<file path="src/rtl/apb_share_arbiter.sv">
// Two-port APB arbiter: shares one downstream APB completer between two
// upstream masters with round-robin grant, one transfer in flight, and a
// programmable timeout that aborts a hung downstream transfer with PSLVERR.
module apb_share_arbiter #(
    parameter int unsigned       ADDR_W         = 32,
    parameter int unsigned       DATA_W         = 32,
    parameter int unsigned       TIMEOUT_CYCLES = 1024,
    parameter logic [DATA_W-1:0] TIMEOUT_RDATA  = DATA_W'(32'hDEAD_BEEF)
) (
    input  logic              core_clk,
    input  logic              ARESETN,

    input  logic [ADDR_W-1:0] s0_paddr,
    input  logic              s0_psel,
    input  logic              s0_penable,
    input  logic              s0_pwrite,
    input  logic [DATA_W-1:0] s0_pwdata,
    input  logic [3:0]        s0_pstrb,
    input  logic [2:0]        s0_pprot,
    output logic [DATA_W-1:0] s0_prdata,
    output logic              s0_pready,
    output logic              s0_pslverr,

    input  logic [ADDR_W-1:0] s1_paddr,
    input  logic              s1_psel,
    input  logic              s1_penable,
    input  logic              s1_pwrite,
    input  logic [DATA_W-1:0] s1_pwdata,
    input  logic [3:0]        s1_pstrb,
    input  logic [2:0]        s1_pprot,
    output logic [DATA_W-1:0] s1_prdata,
    output logic              s1_pready,
    output logic              s1_pslverr,

    output logic [ADDR_W-1:0] m_paddr,
    output logic              m_psel,
    output logic              m_penable,
    output logic              m_pwrite,
    output logic [DATA_W-1:0] m_pwdata,
    output logic [3:0]        m_pstrb,
    output logic [2:0]        m_pprot,
    input  logic [DATA_W-1:0] m_prdata,
    input  logic              m_pready,
    input  logic              m_pslverr,

    output logic              grant_id,
    output logic              busy,
    output logic [7:0]        timeout_cnt
);

    localparam int unsigned     CNT_W      = (TIMEOUT_CYCLES > 1) ? $clog2(TIMEOUT_CYCLES) : 1;
    localparam logic [CNT_W-1:0] CNT_LAST  = CNT_W'(TIMEOUT_CYCLES - 1);
    localparam logic            TIMEOUT_EN = (TIMEOUT_CYCLES != 0);

    typedef enum logic [1:0] {
        ST_IDLE   = 2'd0,
        ST_SETUP  = 2'd1,
        ST_ACCESS = 2'd2,
        ST_RESP   = 2'd3
    } state_t;

    state_t            state;
    logic              last_grant;
    logic [CNT_W-1:0]  wait_cnt;
    logic [DATA_W-1:0] rdata_q;
    logic              pslverr_q;

    logic winner_c;
    logic g_psel_c;
    logic g_penable_c;
    logic resp_ready_c;
    logic timeout_hit_c;

    // Arbitration, granted-port view and the upstream completion strobe
    always_comb begin
        winner_c      = (s0_psel && s1_psel) ? ~last_grant : s1_psel;
        g_psel_c      = grant_id ? s1_psel    : s0_psel;
        g_penable_c   = grant_id ? s1_penable : s0_penable;
        resp_ready_c  = (state == ST_RESP) && g_psel_c && g_penable_c;
        timeout_hit_c = TIMEOUT_EN && (wait_cnt == CNT_LAST);
    end

    // Only the granted port ever sees pready; read data is zero outside pready
    always_comb begin
        s0_pready  = resp_ready_c && !grant_id;
        s1_pready  = resp_ready_c &&  grant_id;
        s0_prdata  = s0_pready ? rdata_q : '0;
        s1_prdata  = s1_pready ? rdata_q : '0;
        s0_pslverr = s0_pready && pslverr_q;
        s1_pslverr = s1_pready && pslverr_q;
    end

    // Transfer sequencer: grant, drive downstream, capture result, hand back
    always_ff @(posedge core_clk or negedge ARESETN) begin
        if (!ARESETN) begin
            state       <= ST_IDLE;
            last_grant  <= 1'b1;
            grant_id    <= 1'b0;
            busy        <= 1'b0;
            wait_cnt    <= '0;
            rdata_q     <= '0;
            pslverr_q   <= 1'b0;
            timeout_cnt <= '0;
            m_paddr     <= '0;
            m_psel      <= 1'b0;
            m_penable   <= 1'b0;
            m_pwrite    <= 1'b0;
            m_pwdata    <= '0;
            m_pstrb     <= '0;
            m_pprot     <= '0;
        end else begin
            case (state)
                ST_IDLE: begin
                    if (s0_psel || s1_psel) begin
                        m_paddr    <= winner_c ? s1_paddr  : s0_paddr;
                        m_pwrite   <= winner_c ? s1_pwrite : s0_pwrite;
                        m_pwdata   <= winner_c ? s1_pwdata : s0_pwdata;
                        m_pstrb    <= winner_c ? s1_pstrb  : s0_pstrb;
                        m_pprot    <= winner_c ? s1_pprot  : s0_pprot;
                        grant_id   <= winner_c;
                        last_grant <= winner_c;
                        m_psel     <= 1'b1;
                        m_penable  <= 1'b0;
                        busy       <= 1'b1;
                        state      <= ST_SETUP;
                    end
                end
                ST_SETUP: begin
                    m_penable <= 1'b1;
                    wait_cnt  <= '0;
                    state     <= ST_ACCESS;
                end
                ST_ACCESS: begin
                    if (m_pready) begin
                        rdata_q   <= m_prdata;
                        pslverr_q <= m_pslverr;
                        m_psel    <= 1'b0;
                        m_penable <= 1'b0;
                        state     <= ST_RESP;
                    end else if (timeout_hit_c) begin
                        rdata_q   <= TIMEOUT_RDATA;
                        pslverr_q <= 1'b1;
                        if (timeout_cnt != 8'hFF) begin
                            timeout_cnt <= timeout_cnt + 8'd1;
                        end
                        m_psel    <= 1'b0;
                        m_penable <= 1'b0;
                        state     <= ST_RESP;
                    end else begin
                        wait_cnt <= wait_cnt + CNT_W'(1);
                    end
                end
                ST_RESP: begin
                    // Completion or an abandoned request both release the bus
                    if (resp_ready_c || !g_psel_c) begin
                        busy  <= 1'b0;
                        state <= ST_IDLE;
                    end
                end
                default: begin
                    state <= ST_IDLE;
                end
            endcase
        end
    end

endmodule

</file>
<file path="config.mk">
export PLATFORM = sky130hd
export DESIGN_NAME = apb_share_arbiter
export DESIGN_NICKNAME = d
export VERILOG_FILES = /design/src/rtl/apb_share_arbiter.sv
export SDC_FILE = /design/constraint.sdc
export NUM_CORES = 1
export LEC_CHECK = 0
export BUFFER_PORTS_ARGS = -buffer_cell sky130_fd_sc_hd__buf_2
export CAP_MARGIN = 30
export CORE_AREA = 2 2 132 134
export CTS_CLUSTER_SIZE = 30
export DETAILED_ROUTE_END_ITERATION = 16
export DIE_AREA = 0 0 134 136
export HOLD_SLACK_MARGIN = 0.1
export PLACE_DENSITY = 0.71
export SKIP_CTS_REPAIR_TIMING = 1
export SKIP_LAST_GASP = 1
export SLEW_MARGIN = 20
export SYNTH_ARGS = -nofsm -noshare
export SYNTH_HDL_FRONTEND = slang
export SYNTH_SLANG_ARGS = --single-unit
export TNS_END_PERCENT = 100
</file>
<file path="constraint.sdc">
create_clock -name core_clk -period 4.1 [get_ports core_clk]
set_input_delay 0.82 -clock core_clk [delete_from_list [all_inputs] [get_ports core_clk]]
set_output_delay 0.82 -clock core_clk [all_outputs]
set_load 0.01 [all_outputs]
</file>
# == Word level (Yosys, flattened, before mapping) ==
# Cells that the tools add are included.
# op_classes
n_div,0
n_eq_ne,10
n_addsub,2
multipliers,0
shift,0
bitwise,2
order_cmp,0
muxes,30
n_reduce_logical,25
# ops
cell,count
$mux 32,6
$mux 10,2
$pmux 10 s2,1
$reduce_and 3->1,5
$mux 1,11
$add 10x1->10 const B,1
$eq 10x10->1 const B,1
$add 8x1->8 const B,1
$mux 2,4
$ne 8x8->1 const B,1
$pmux 2 s4,1
$reduce_bool 2->1,4
$logic_and 1x1->1,7
$ne 2x2->1 const B,3
$eq 2x2->1 const B,2
$mux 4,1
$pmux 1 s2,2
$reduce_and 2->1,2
$reduce_and 4->1,1
$mux 3,1
$ne 3x3->1 const B,1
$pmux 1 s3,1
$reduce_bool 3->1,1
$eq 2x1->1 const B,1
other kinds (5),8
# totals
mem_bits_rw,0
in_bits,184
rom_bits,0
out_inout_bits,152
latch_bits,0
memories,0
regBits,130

# == Logic depth before layout (Yosys ltp) ==
# Gate-level depths: netlist of run 1.
# depth
word_depth,6
depth_mapped,8

# == Least setup slack after synthesis of run 1 ==
# Ideal clock, no wire load.
# synth_path
path_type,input to output
start,in s0_psel
end,out s0_prdata[22]
path_stages,4
setup_slack_ps,1483
n_path_buf,1
t_arrival_ps,1797
path_cell_list,nand2_1 > nor3b_1 > clkbuf_1 > and2_1
# synth_between
elab_chain_cells,5
# synth_lines
item,line,rtl
from (decl),14,"input logic s0_psel,"
$mux 1,77,g_psel_c = grant_id ? s1_psel : s0_psel;
$logic_and 1x1->1 (2 in a row),79,resp_ready_c = (state == ST_RESP) && g_psel_c && g_penable_c;
$logic_and 1x1->1,85,s0_pready = resp_ready_c && !grant_id;
named net s0_pready,21,"output logic s0_pready,"
$mux 32,87,s0_prdata = s0_pready ? rdata_q : '0;
to (decl),20,"output logic [DATA_W-1:0] s0_prdata,"
# The timed path passes the listed nets, and every way through them passes these cells.

# == Worst setup path in the final report of run 1 ==
# layout_path
start,reg state[0]
end,out s1_prdata[7]
# layout_between
elab_chain_cells,5
# layout_lines
item,line,rtl
from (decl),62,state_t state;
from (signal assigned),96,state <= ST_IDLE;
from (signal assigned),125,state <= ST_SETUP;
from (signal assigned),131,state <= ST_ACCESS;
$eq 2x2->1,79,
$logic_and 1x1->1 (2 in a row),79,
$logic_and 1x1->1,86,s1_pready = resp_ready_c && grant_id;
$mux 32,88,s1_prdata = s1_pready ? rdata_q : '0;
to (decl),31,"output logic [DATA_W-1:0] s1_prdata,"
# Every way passes these cells.

==> flow_metrics.tcl, run 1 <==
set metrics [dict create \
    dp_hpwl_um 13530 \
    power.leakage_nw 4.640 \
    crit_fanout 34 \
    rsz0062_at_grt "false" \
    avgSynthCellArea_um2 10.53 \
    hold_viol 0 \
    grt_usage_pct 19.54 \
    synth_top_flop_cell "dfrtp_1" \
    synth_seq_cells 130 \
    viasPerCell 4.792 \
    synth.net_count 796 \
    dr.pass1.iters 6 \
    synthTopCellsByCount "dfrtp_1, nand2_1, o21ai_0" \
    via_count 5597 \
    antenna_found_initial 4 \
    routabilityCongestion 0.7926 \
    max_freq_ghz 0.3339 \
    numCtsBuffers 17 \
    max_slew_margin_pct 40.58 \
    dp.cells 1133 \
    design.core.area_mm2 0.01688 \
    clockRootBuffer "clkbuf_16" \
    layout-drive-gt1-share_pct 41.85 \
    setup_violations 0 \
    synth-edff-count 0 \
    worstMarginPinSlew_ns 0.8892 \
    syn_area_mm2 0.006372 \
    start_kind "flop" \
    io_pins 336 \
    finalCriticalPeriod_ns 2.995 \
    min_period_over_period_pct 73.05 \
    cp.required_ns 3.28 \
    max_cap_viol_count 0 \
    fin_skew_ns 0.008881 \
    h-tree-depth 4 \
    initial_core_util_pct 37.76 \
    yosysUniqueCellTypes 51 \
    syn_inst 605 \
    powerDensity_mw_per_mm2 648.7 \
    slowest_delay_ns 0.77 \
    die_area_mm2 0.01822 \
    nFillCells 1567 \
    worstPathCellList "ha_1 > and4_1 > and2_1 > buf_2" \
    fin_nets 1118 \
    cts_tree "done" \
    reg2reg_depth 4 \
    netlist_top_cells_area "dfrtp_1, mux2i_1, and2_1, o21ai_0, nand2_1" \
    fin_cells 1168 \
    port_buffers 335 \
    clockBufferDepth 2 \
    die_w_um 134 \
    routed_wl_um 17990 \
    fp.dieH_um 136 \
    yosysMostFrequentCell "dfrtp_1" \
    slowest_stage "and4_1" \
    worstHoldPathType "input port to asynchronous set/reset pin" \
    critPathCaptureType "output pin" \
    grt_pass1_wl_um 27590 \
    core.rowCount 48 \
    fin_setup_tns_ns 0 \
    crit_type "flop to output pin" \
    ys_seq_area_share_pct 51.07 \
    cts_sinks 130 \
    async_reset_ff_share_pct 100.0 \
    cp.arrival_ns 2.17 \
    drc 0 \
    grt_max_degree 74 \
    slew_viol_final 0 \
    ant_nets 0 \
    grt_overflow 0 \
    status "finished, final reports clean" \
    wl_per_cell_um 15.41 \
    syn2layout_area_growth_pct 39.17 \
    synth_top_cell_by_area "dfrtp_1" \
    synth_warnings 0 \
    synth_top_area_share_pct 50.66 \
    clkLatencyLatePin_ns 0.41 \
    clkTransAtPathRegs_ns 0.06 \
    timing.hold.ws_ns 0.3818 \
    vdd_drop_max_mv 0.3218 \
    grt_pass1_vias 5252 \
    first_iter_violations 179 \
]
## placed cells by master (no fill, tap or decap), drive strengths merged, types with 4 or more instances in the layout
| cell type | instances |
|---|---|
| a21oi | 9 |
| a22o | 13 |
| and2 | 70 |
| buf | 344 |
| clkbuf | 19 |
| clkinvlp | 6 |
| dfrtp | 129 |
| diode | 4 |
| ha | 7 |
| inv | 5 |
| mux2 | 6 |
| mux2i | 73 |
| nand2 | 84 |
| nand3 | 10 |
| nand4 | 5 |
| nor2 | 5 |
| nor3 | 5 |
| o21ai | 79 |
| o22a | 25 |
| xnor2 | 5 |
## report_power, final
part	internal (W)	switching [W]
Clock	0.000986	0.000572
Sequential	0.00184	0.000344
Combinational	0.000890	0.00112
Total	0.00372	0.00203
## through the flow
stage / util, % / total power [W] / setup slack (ns) / instance area, um2
global route: 52.54 / 0.006169 / 0.9014 / 8866
global placement: 48.87 / 0.004177 / 1.209 / 8248
finish: 52.55 / 0.005753 / 1.105 / 8869
CTS: 52.49 / 0.005833 / 1.055 / 8859
detailed placement: 48.87 / 0.004250 / 1.122 / 8248
floorplan: - / 0.003398 / 1.483 / 6372
## state kept, by name, indices dropped and copies added, names as in the netlist
name,count
rdata_q,32
state,2
last_grant,1
m_psel,1
wait_cnt,10
m_pstrb,4
pslverr_q,1
m_pprot,3
m_penable,1
m_paddr,32
m_pwrite,1
timeout_cnt,8
busy,1
grant_id,1
m_pwdata,32
## cell type report
| type | instances | area [um2] | share of cell area [%] |
|---|---|---|---|
| well taps | 225 | 281.5 | 3.174 |
| diodes | 4 | 10.01 | 0.1129 |
| clock inverters | 12 | 157.7 | 1.778 |
| multi-input cells | 430 | 2922 | 32.94 |
| inverters | 4 | 15.01 | 0.1693 |
| clock buffers | 19 | 452.9 | 5.107 |
| flip-flops and latches | 130 | 3254 | 36.70 |
| repair buffers | 344 | 1775 | 20.02 |
## per-layer routing
layer	vias to the layer above	GRT usage, %	routed length (um)
met4	0	6.797	340
met3	22	6.562	1398
li1	2791	-	-
met1	2562	23.47	7322
met2	222	32.91	8932
met5	-	0	0
## logic make-up after synthesis
family	synth area share, %
XOR/XNOR	0.6872
AND/OR/NAND/NOR	16.16
flip-flops	51.07
multiplexers	12.72
buffers and inverters	3.515
AO/OA/AOI/OAI	14.47
adder cells (fa/ha/maj)	1.374
## final timing paths
check / end / slack, ns / startpoint
max in group asynchronous: m_pprot[1]$_DFFE_PN0P_ / 2.93 / ARESETN
worst min register to register: m_paddr[9]$_DFFE_PN0P_ / 0.47 / m_paddr[9]$_DFFE_PN0P_
worst max register to register: rdata_q[2]$_DFFE_PN0P_ / 1.72 / state[0]$_DFFE_PN0P_
min in group core_clk: m_paddr[9]$_DFFE_PN0P_ / 0.47 / m_paddr[9]$_DFFE_PN0P_
worst max-delay path: s1_prdata[7] / 1.11 / state[0]$_DFFE_PN0P_
worst min-delay path: timeout_cnt[3]$_DFFE_PN0P_ / 0.38 / ARESETN
## critical path, delay by kind of cell (launching register included)
kind | cells | cell delay (ns)
adders and majority gates | 1 | 0.23
buffers and inverters | 1 | 0.13
DFF | 1 | 0.40
and+or+nand+nor | 2 | 0.99
No activity file was read; power rests on OpenSTA's default activity.
==> inputs of run 2 (changes only) <==
--- a/config.mk
+++ b/config.mk
@@ -12,7 +12,7 @@
 export DETAILED_ROUTE_END_ITERATION = 16
 export DIE_AREA = 0 0 134 136
 export HOLD_SLACK_MARGIN = 0.1
-export PLACE_DENSITY = 0.71
+export PLACE_DENSITY = 0.74
 export SKIP_CTS_REPAIR_TIMING = 1
 export SKIP_LAST_GASP = 1
 export SLEW_MARGIN = 20
==> constraint.sdc (replaced) <==
create_clock -name core_clk -period 2.6 [get_ports core_clk]
set_input_delay 0.52 -clock core_clk [delete_from_list [all_inputs] [get_ports core_clk]]
set_output_delay 0.52 -clock core_clk [all_outputs]
set_load 0.01 [all_outputs]
==> run 2 against run 1 <==
Sequential share of layout area fell by 0.50 points. Utilization rose by 0.72 points. Cell count rose by 0.68%. Critical endpoint is now s0_prdata[6]. Largest power group unchanged. Highest routed layer unchanged.
==> flow_metrics.tcl, run 2 (same netlist as run 1, synthesis figures left out) <==
set metrics [dict create \
    start_kind "flop" \
    slowest_stage "dfrtp_1" \
    rsz0062_at_grt "true" \
    powerDensity_mw_per_mm2 1019 \
    vdd_drop_max_mv 0.4910 \
    slowest_delay_ns 0.40 \
    routed_wl_um 18600 \
    first_iter_violations 216 \
    fin_skew_ns 0.009648 \
    wl_per_cell_um 15.81 \
    slew_viol_final 0 \
    worstHoldPathType "input port to asynchronous set/reset pin" \
    power.internal_w 0.005856 \
    worstPathCellList "ha_2 > nand2_1 > nor3b_4 > buf_6 > and2_1 > buf_2" \
    clkTransAtPathRegs_ns 0.06 \
    syn2layout_area_growth_pct 41.08 \
    h-tree-depth 4 \
    sw_frac_of_total_pct 36.11 \
    antenna_found_initial 1 \
    nFillCells 1543 \
    drc 0 \
    dp_hpwl_um 13840 \
    crit_type "flop to output pin" \
    power_frac_seq_pct 37.7 \
    viasPerCell 4.853 \
    setup_violations 0 \
    port_buffers 335 \
    hold_viol 0 \
    design.core.area_mm2 0.01688 \
    cts_tree "done" \
    routabilityCongestion 0.8242 \
    dp.cells 1141 \
    finalCriticalPeriod_ns 2.503 \
    cp.arrival_ns 1.98 \
    clockBufferDepth 2 \
    grt_max_degree 131 \
    via_count 5707 \
    fin_setup_tns_ns 0 \
    die_area_mm2 0.01822 \
    p_sw_w 0.003309 \
    grt_pass1_wl_um 28750 \
    reg_top3 "m_paddr: 32 flops, m_pwdata: 32 flops, rdata_q: 32 flops" \
    cts_sinks 130 \
    grt_pass1_vias 5522 \
    final_util_pct 53.27 \
    layout-drive-gt1-share_pct 42.57 \
    dr.pass1.iters 7 \
    worstMarginPinSlew_ns 0.9235 \
    fin_nets 1127 \
    io_pins 336 \
    seq_area_mm2 0.003254 \
    power.leakage_nw 4.708 \
    grt_overflow 0 \
    pwr-share-clk_pct 26.5 \
    ant_nets 0 \
    initial_core_util_pct 37.76 \
    cp.required_ns 2.08 \
    fin_cells 1176 \
    layout_common_cells "buf_2, dfrtp_1, nand2_1, o21ai_0, mux2i_1" \
    multiInputGateArea_mm2 0.002930 \
    crit_fanout 17 \
    core.rowCount 48 \
    critPathCaptureType "output pin" \
    max_cap_viol_count 0 \
    numCtsBuffers 17 \
    clockRootBuffer "clkbuf_16" \
    max_freq_ghz 0.3996 \
    pwr-share-comb_pct 35.8 \
    clkLatencyLatePin_ns 0.42 \
    max_slew_margin_pct 38.29 \
    mostFrequentLayoutCell "buf_2" \
    fp.dieH_um 136 \
    grt_usage_pct 20.17 \
    min_period_over_period_pct 96.25 \
    die_w_um 134 \
    status "finished, final reports clean" \
]
==> run 2: cell types whose count changed in the layout (fill, tap and decap cells not counted), sizes merged <==
| cell | change |
|---|---|
| clkinvlp | -1 |
| diode | -2 |
| bufinv | -1 |
| inv | +3 |
| buf | +9 |
==> run 2: final cells by class <==
cell class,count,share of cell area (%)
clock buffers,19,5.038
clock inverters,13,1.670
well taps,225,3.132
flip-flops and latches,130,36.20
multi-input cells,430,32.60
inverters,4,0.1670
repair buffers,353,21.14
diodes,2,0.05567
==> run 2: path summary, 6_finish.rpt <==
path	start	endpoint	slack (ns)	cells after the start
max	state[0]$_DFFE_PN0P_	s0_prdata[6]	0.1	6
min	ARESETN	timeout_cnt[5]$_DFFE_PN0P_	0.19	2
max reg2reg	state[0]$_DFFE_PN0P_	rdata_q[12]$_DFFE_PN0P_	0.45	5
min reg2reg	m_pwdata[7]$_DFFE_PN0P_	m_pwdata[7]$_DFFE_PN0P_	0.47	2
max in group asynchronous	ARESETN	rdata_q[9]$_DFFE_PN0P_	1.86	2
min in group core_clk	m_prdata[3]	rdata_q[3]$_DFFE_PN0P_	0.34	2
==> run 2: worst max-delay path, delay by kind of cell (launching register included) <==
family / cells / cell delay [ns]
simple gates: 3 / 0.57
flops: 1 / 0.40
buf+inv: 2 / 0.34
fa+ha+maj: 1 / 0.24
==> run 2: per-stage QoR <==
step	setup WS [ns]	cell area (um2)	hold WS, ns	total power (W)
2_1_floorplan	0.5141	6372	0.2244	0.005358
3_3_place_gp	0.5409	8358	0.4576	0.006653
3_5_place_dp	0.4624	8358	0.4649	0.006776
4_1_cts	0.08473	8961	0.2229	0.009235
5_1_grt	-0.01077	8987	0.2538	0.009835
6_report	0.09742	8990	0.1861	0.009165
==> run 2: power by group through the flow <==
stage	clock network, W	logic [W]	registers (W)
floorplan	0	0.00173	0.00363
global placement	0	0.00322	0.00344
detailed placement	0	0.00332	0.00346
CTS	0.00248	0.00331	0.00345
global route	0.00258	0.00368	0.00358
finish	0.00243	0.00328	0.00345
==> run 2: per-layer routing <==
metal	vias up	global-route usage, %	routed length, um	part of all wire (%)
met5	-	0	0	0
met4	0	8.156	473	2.5
met3	31	6.003	1347	7.2
met2	223	33.59	9082	49
met1	2647	24.58	7694	41
li1	2806	-	-	-
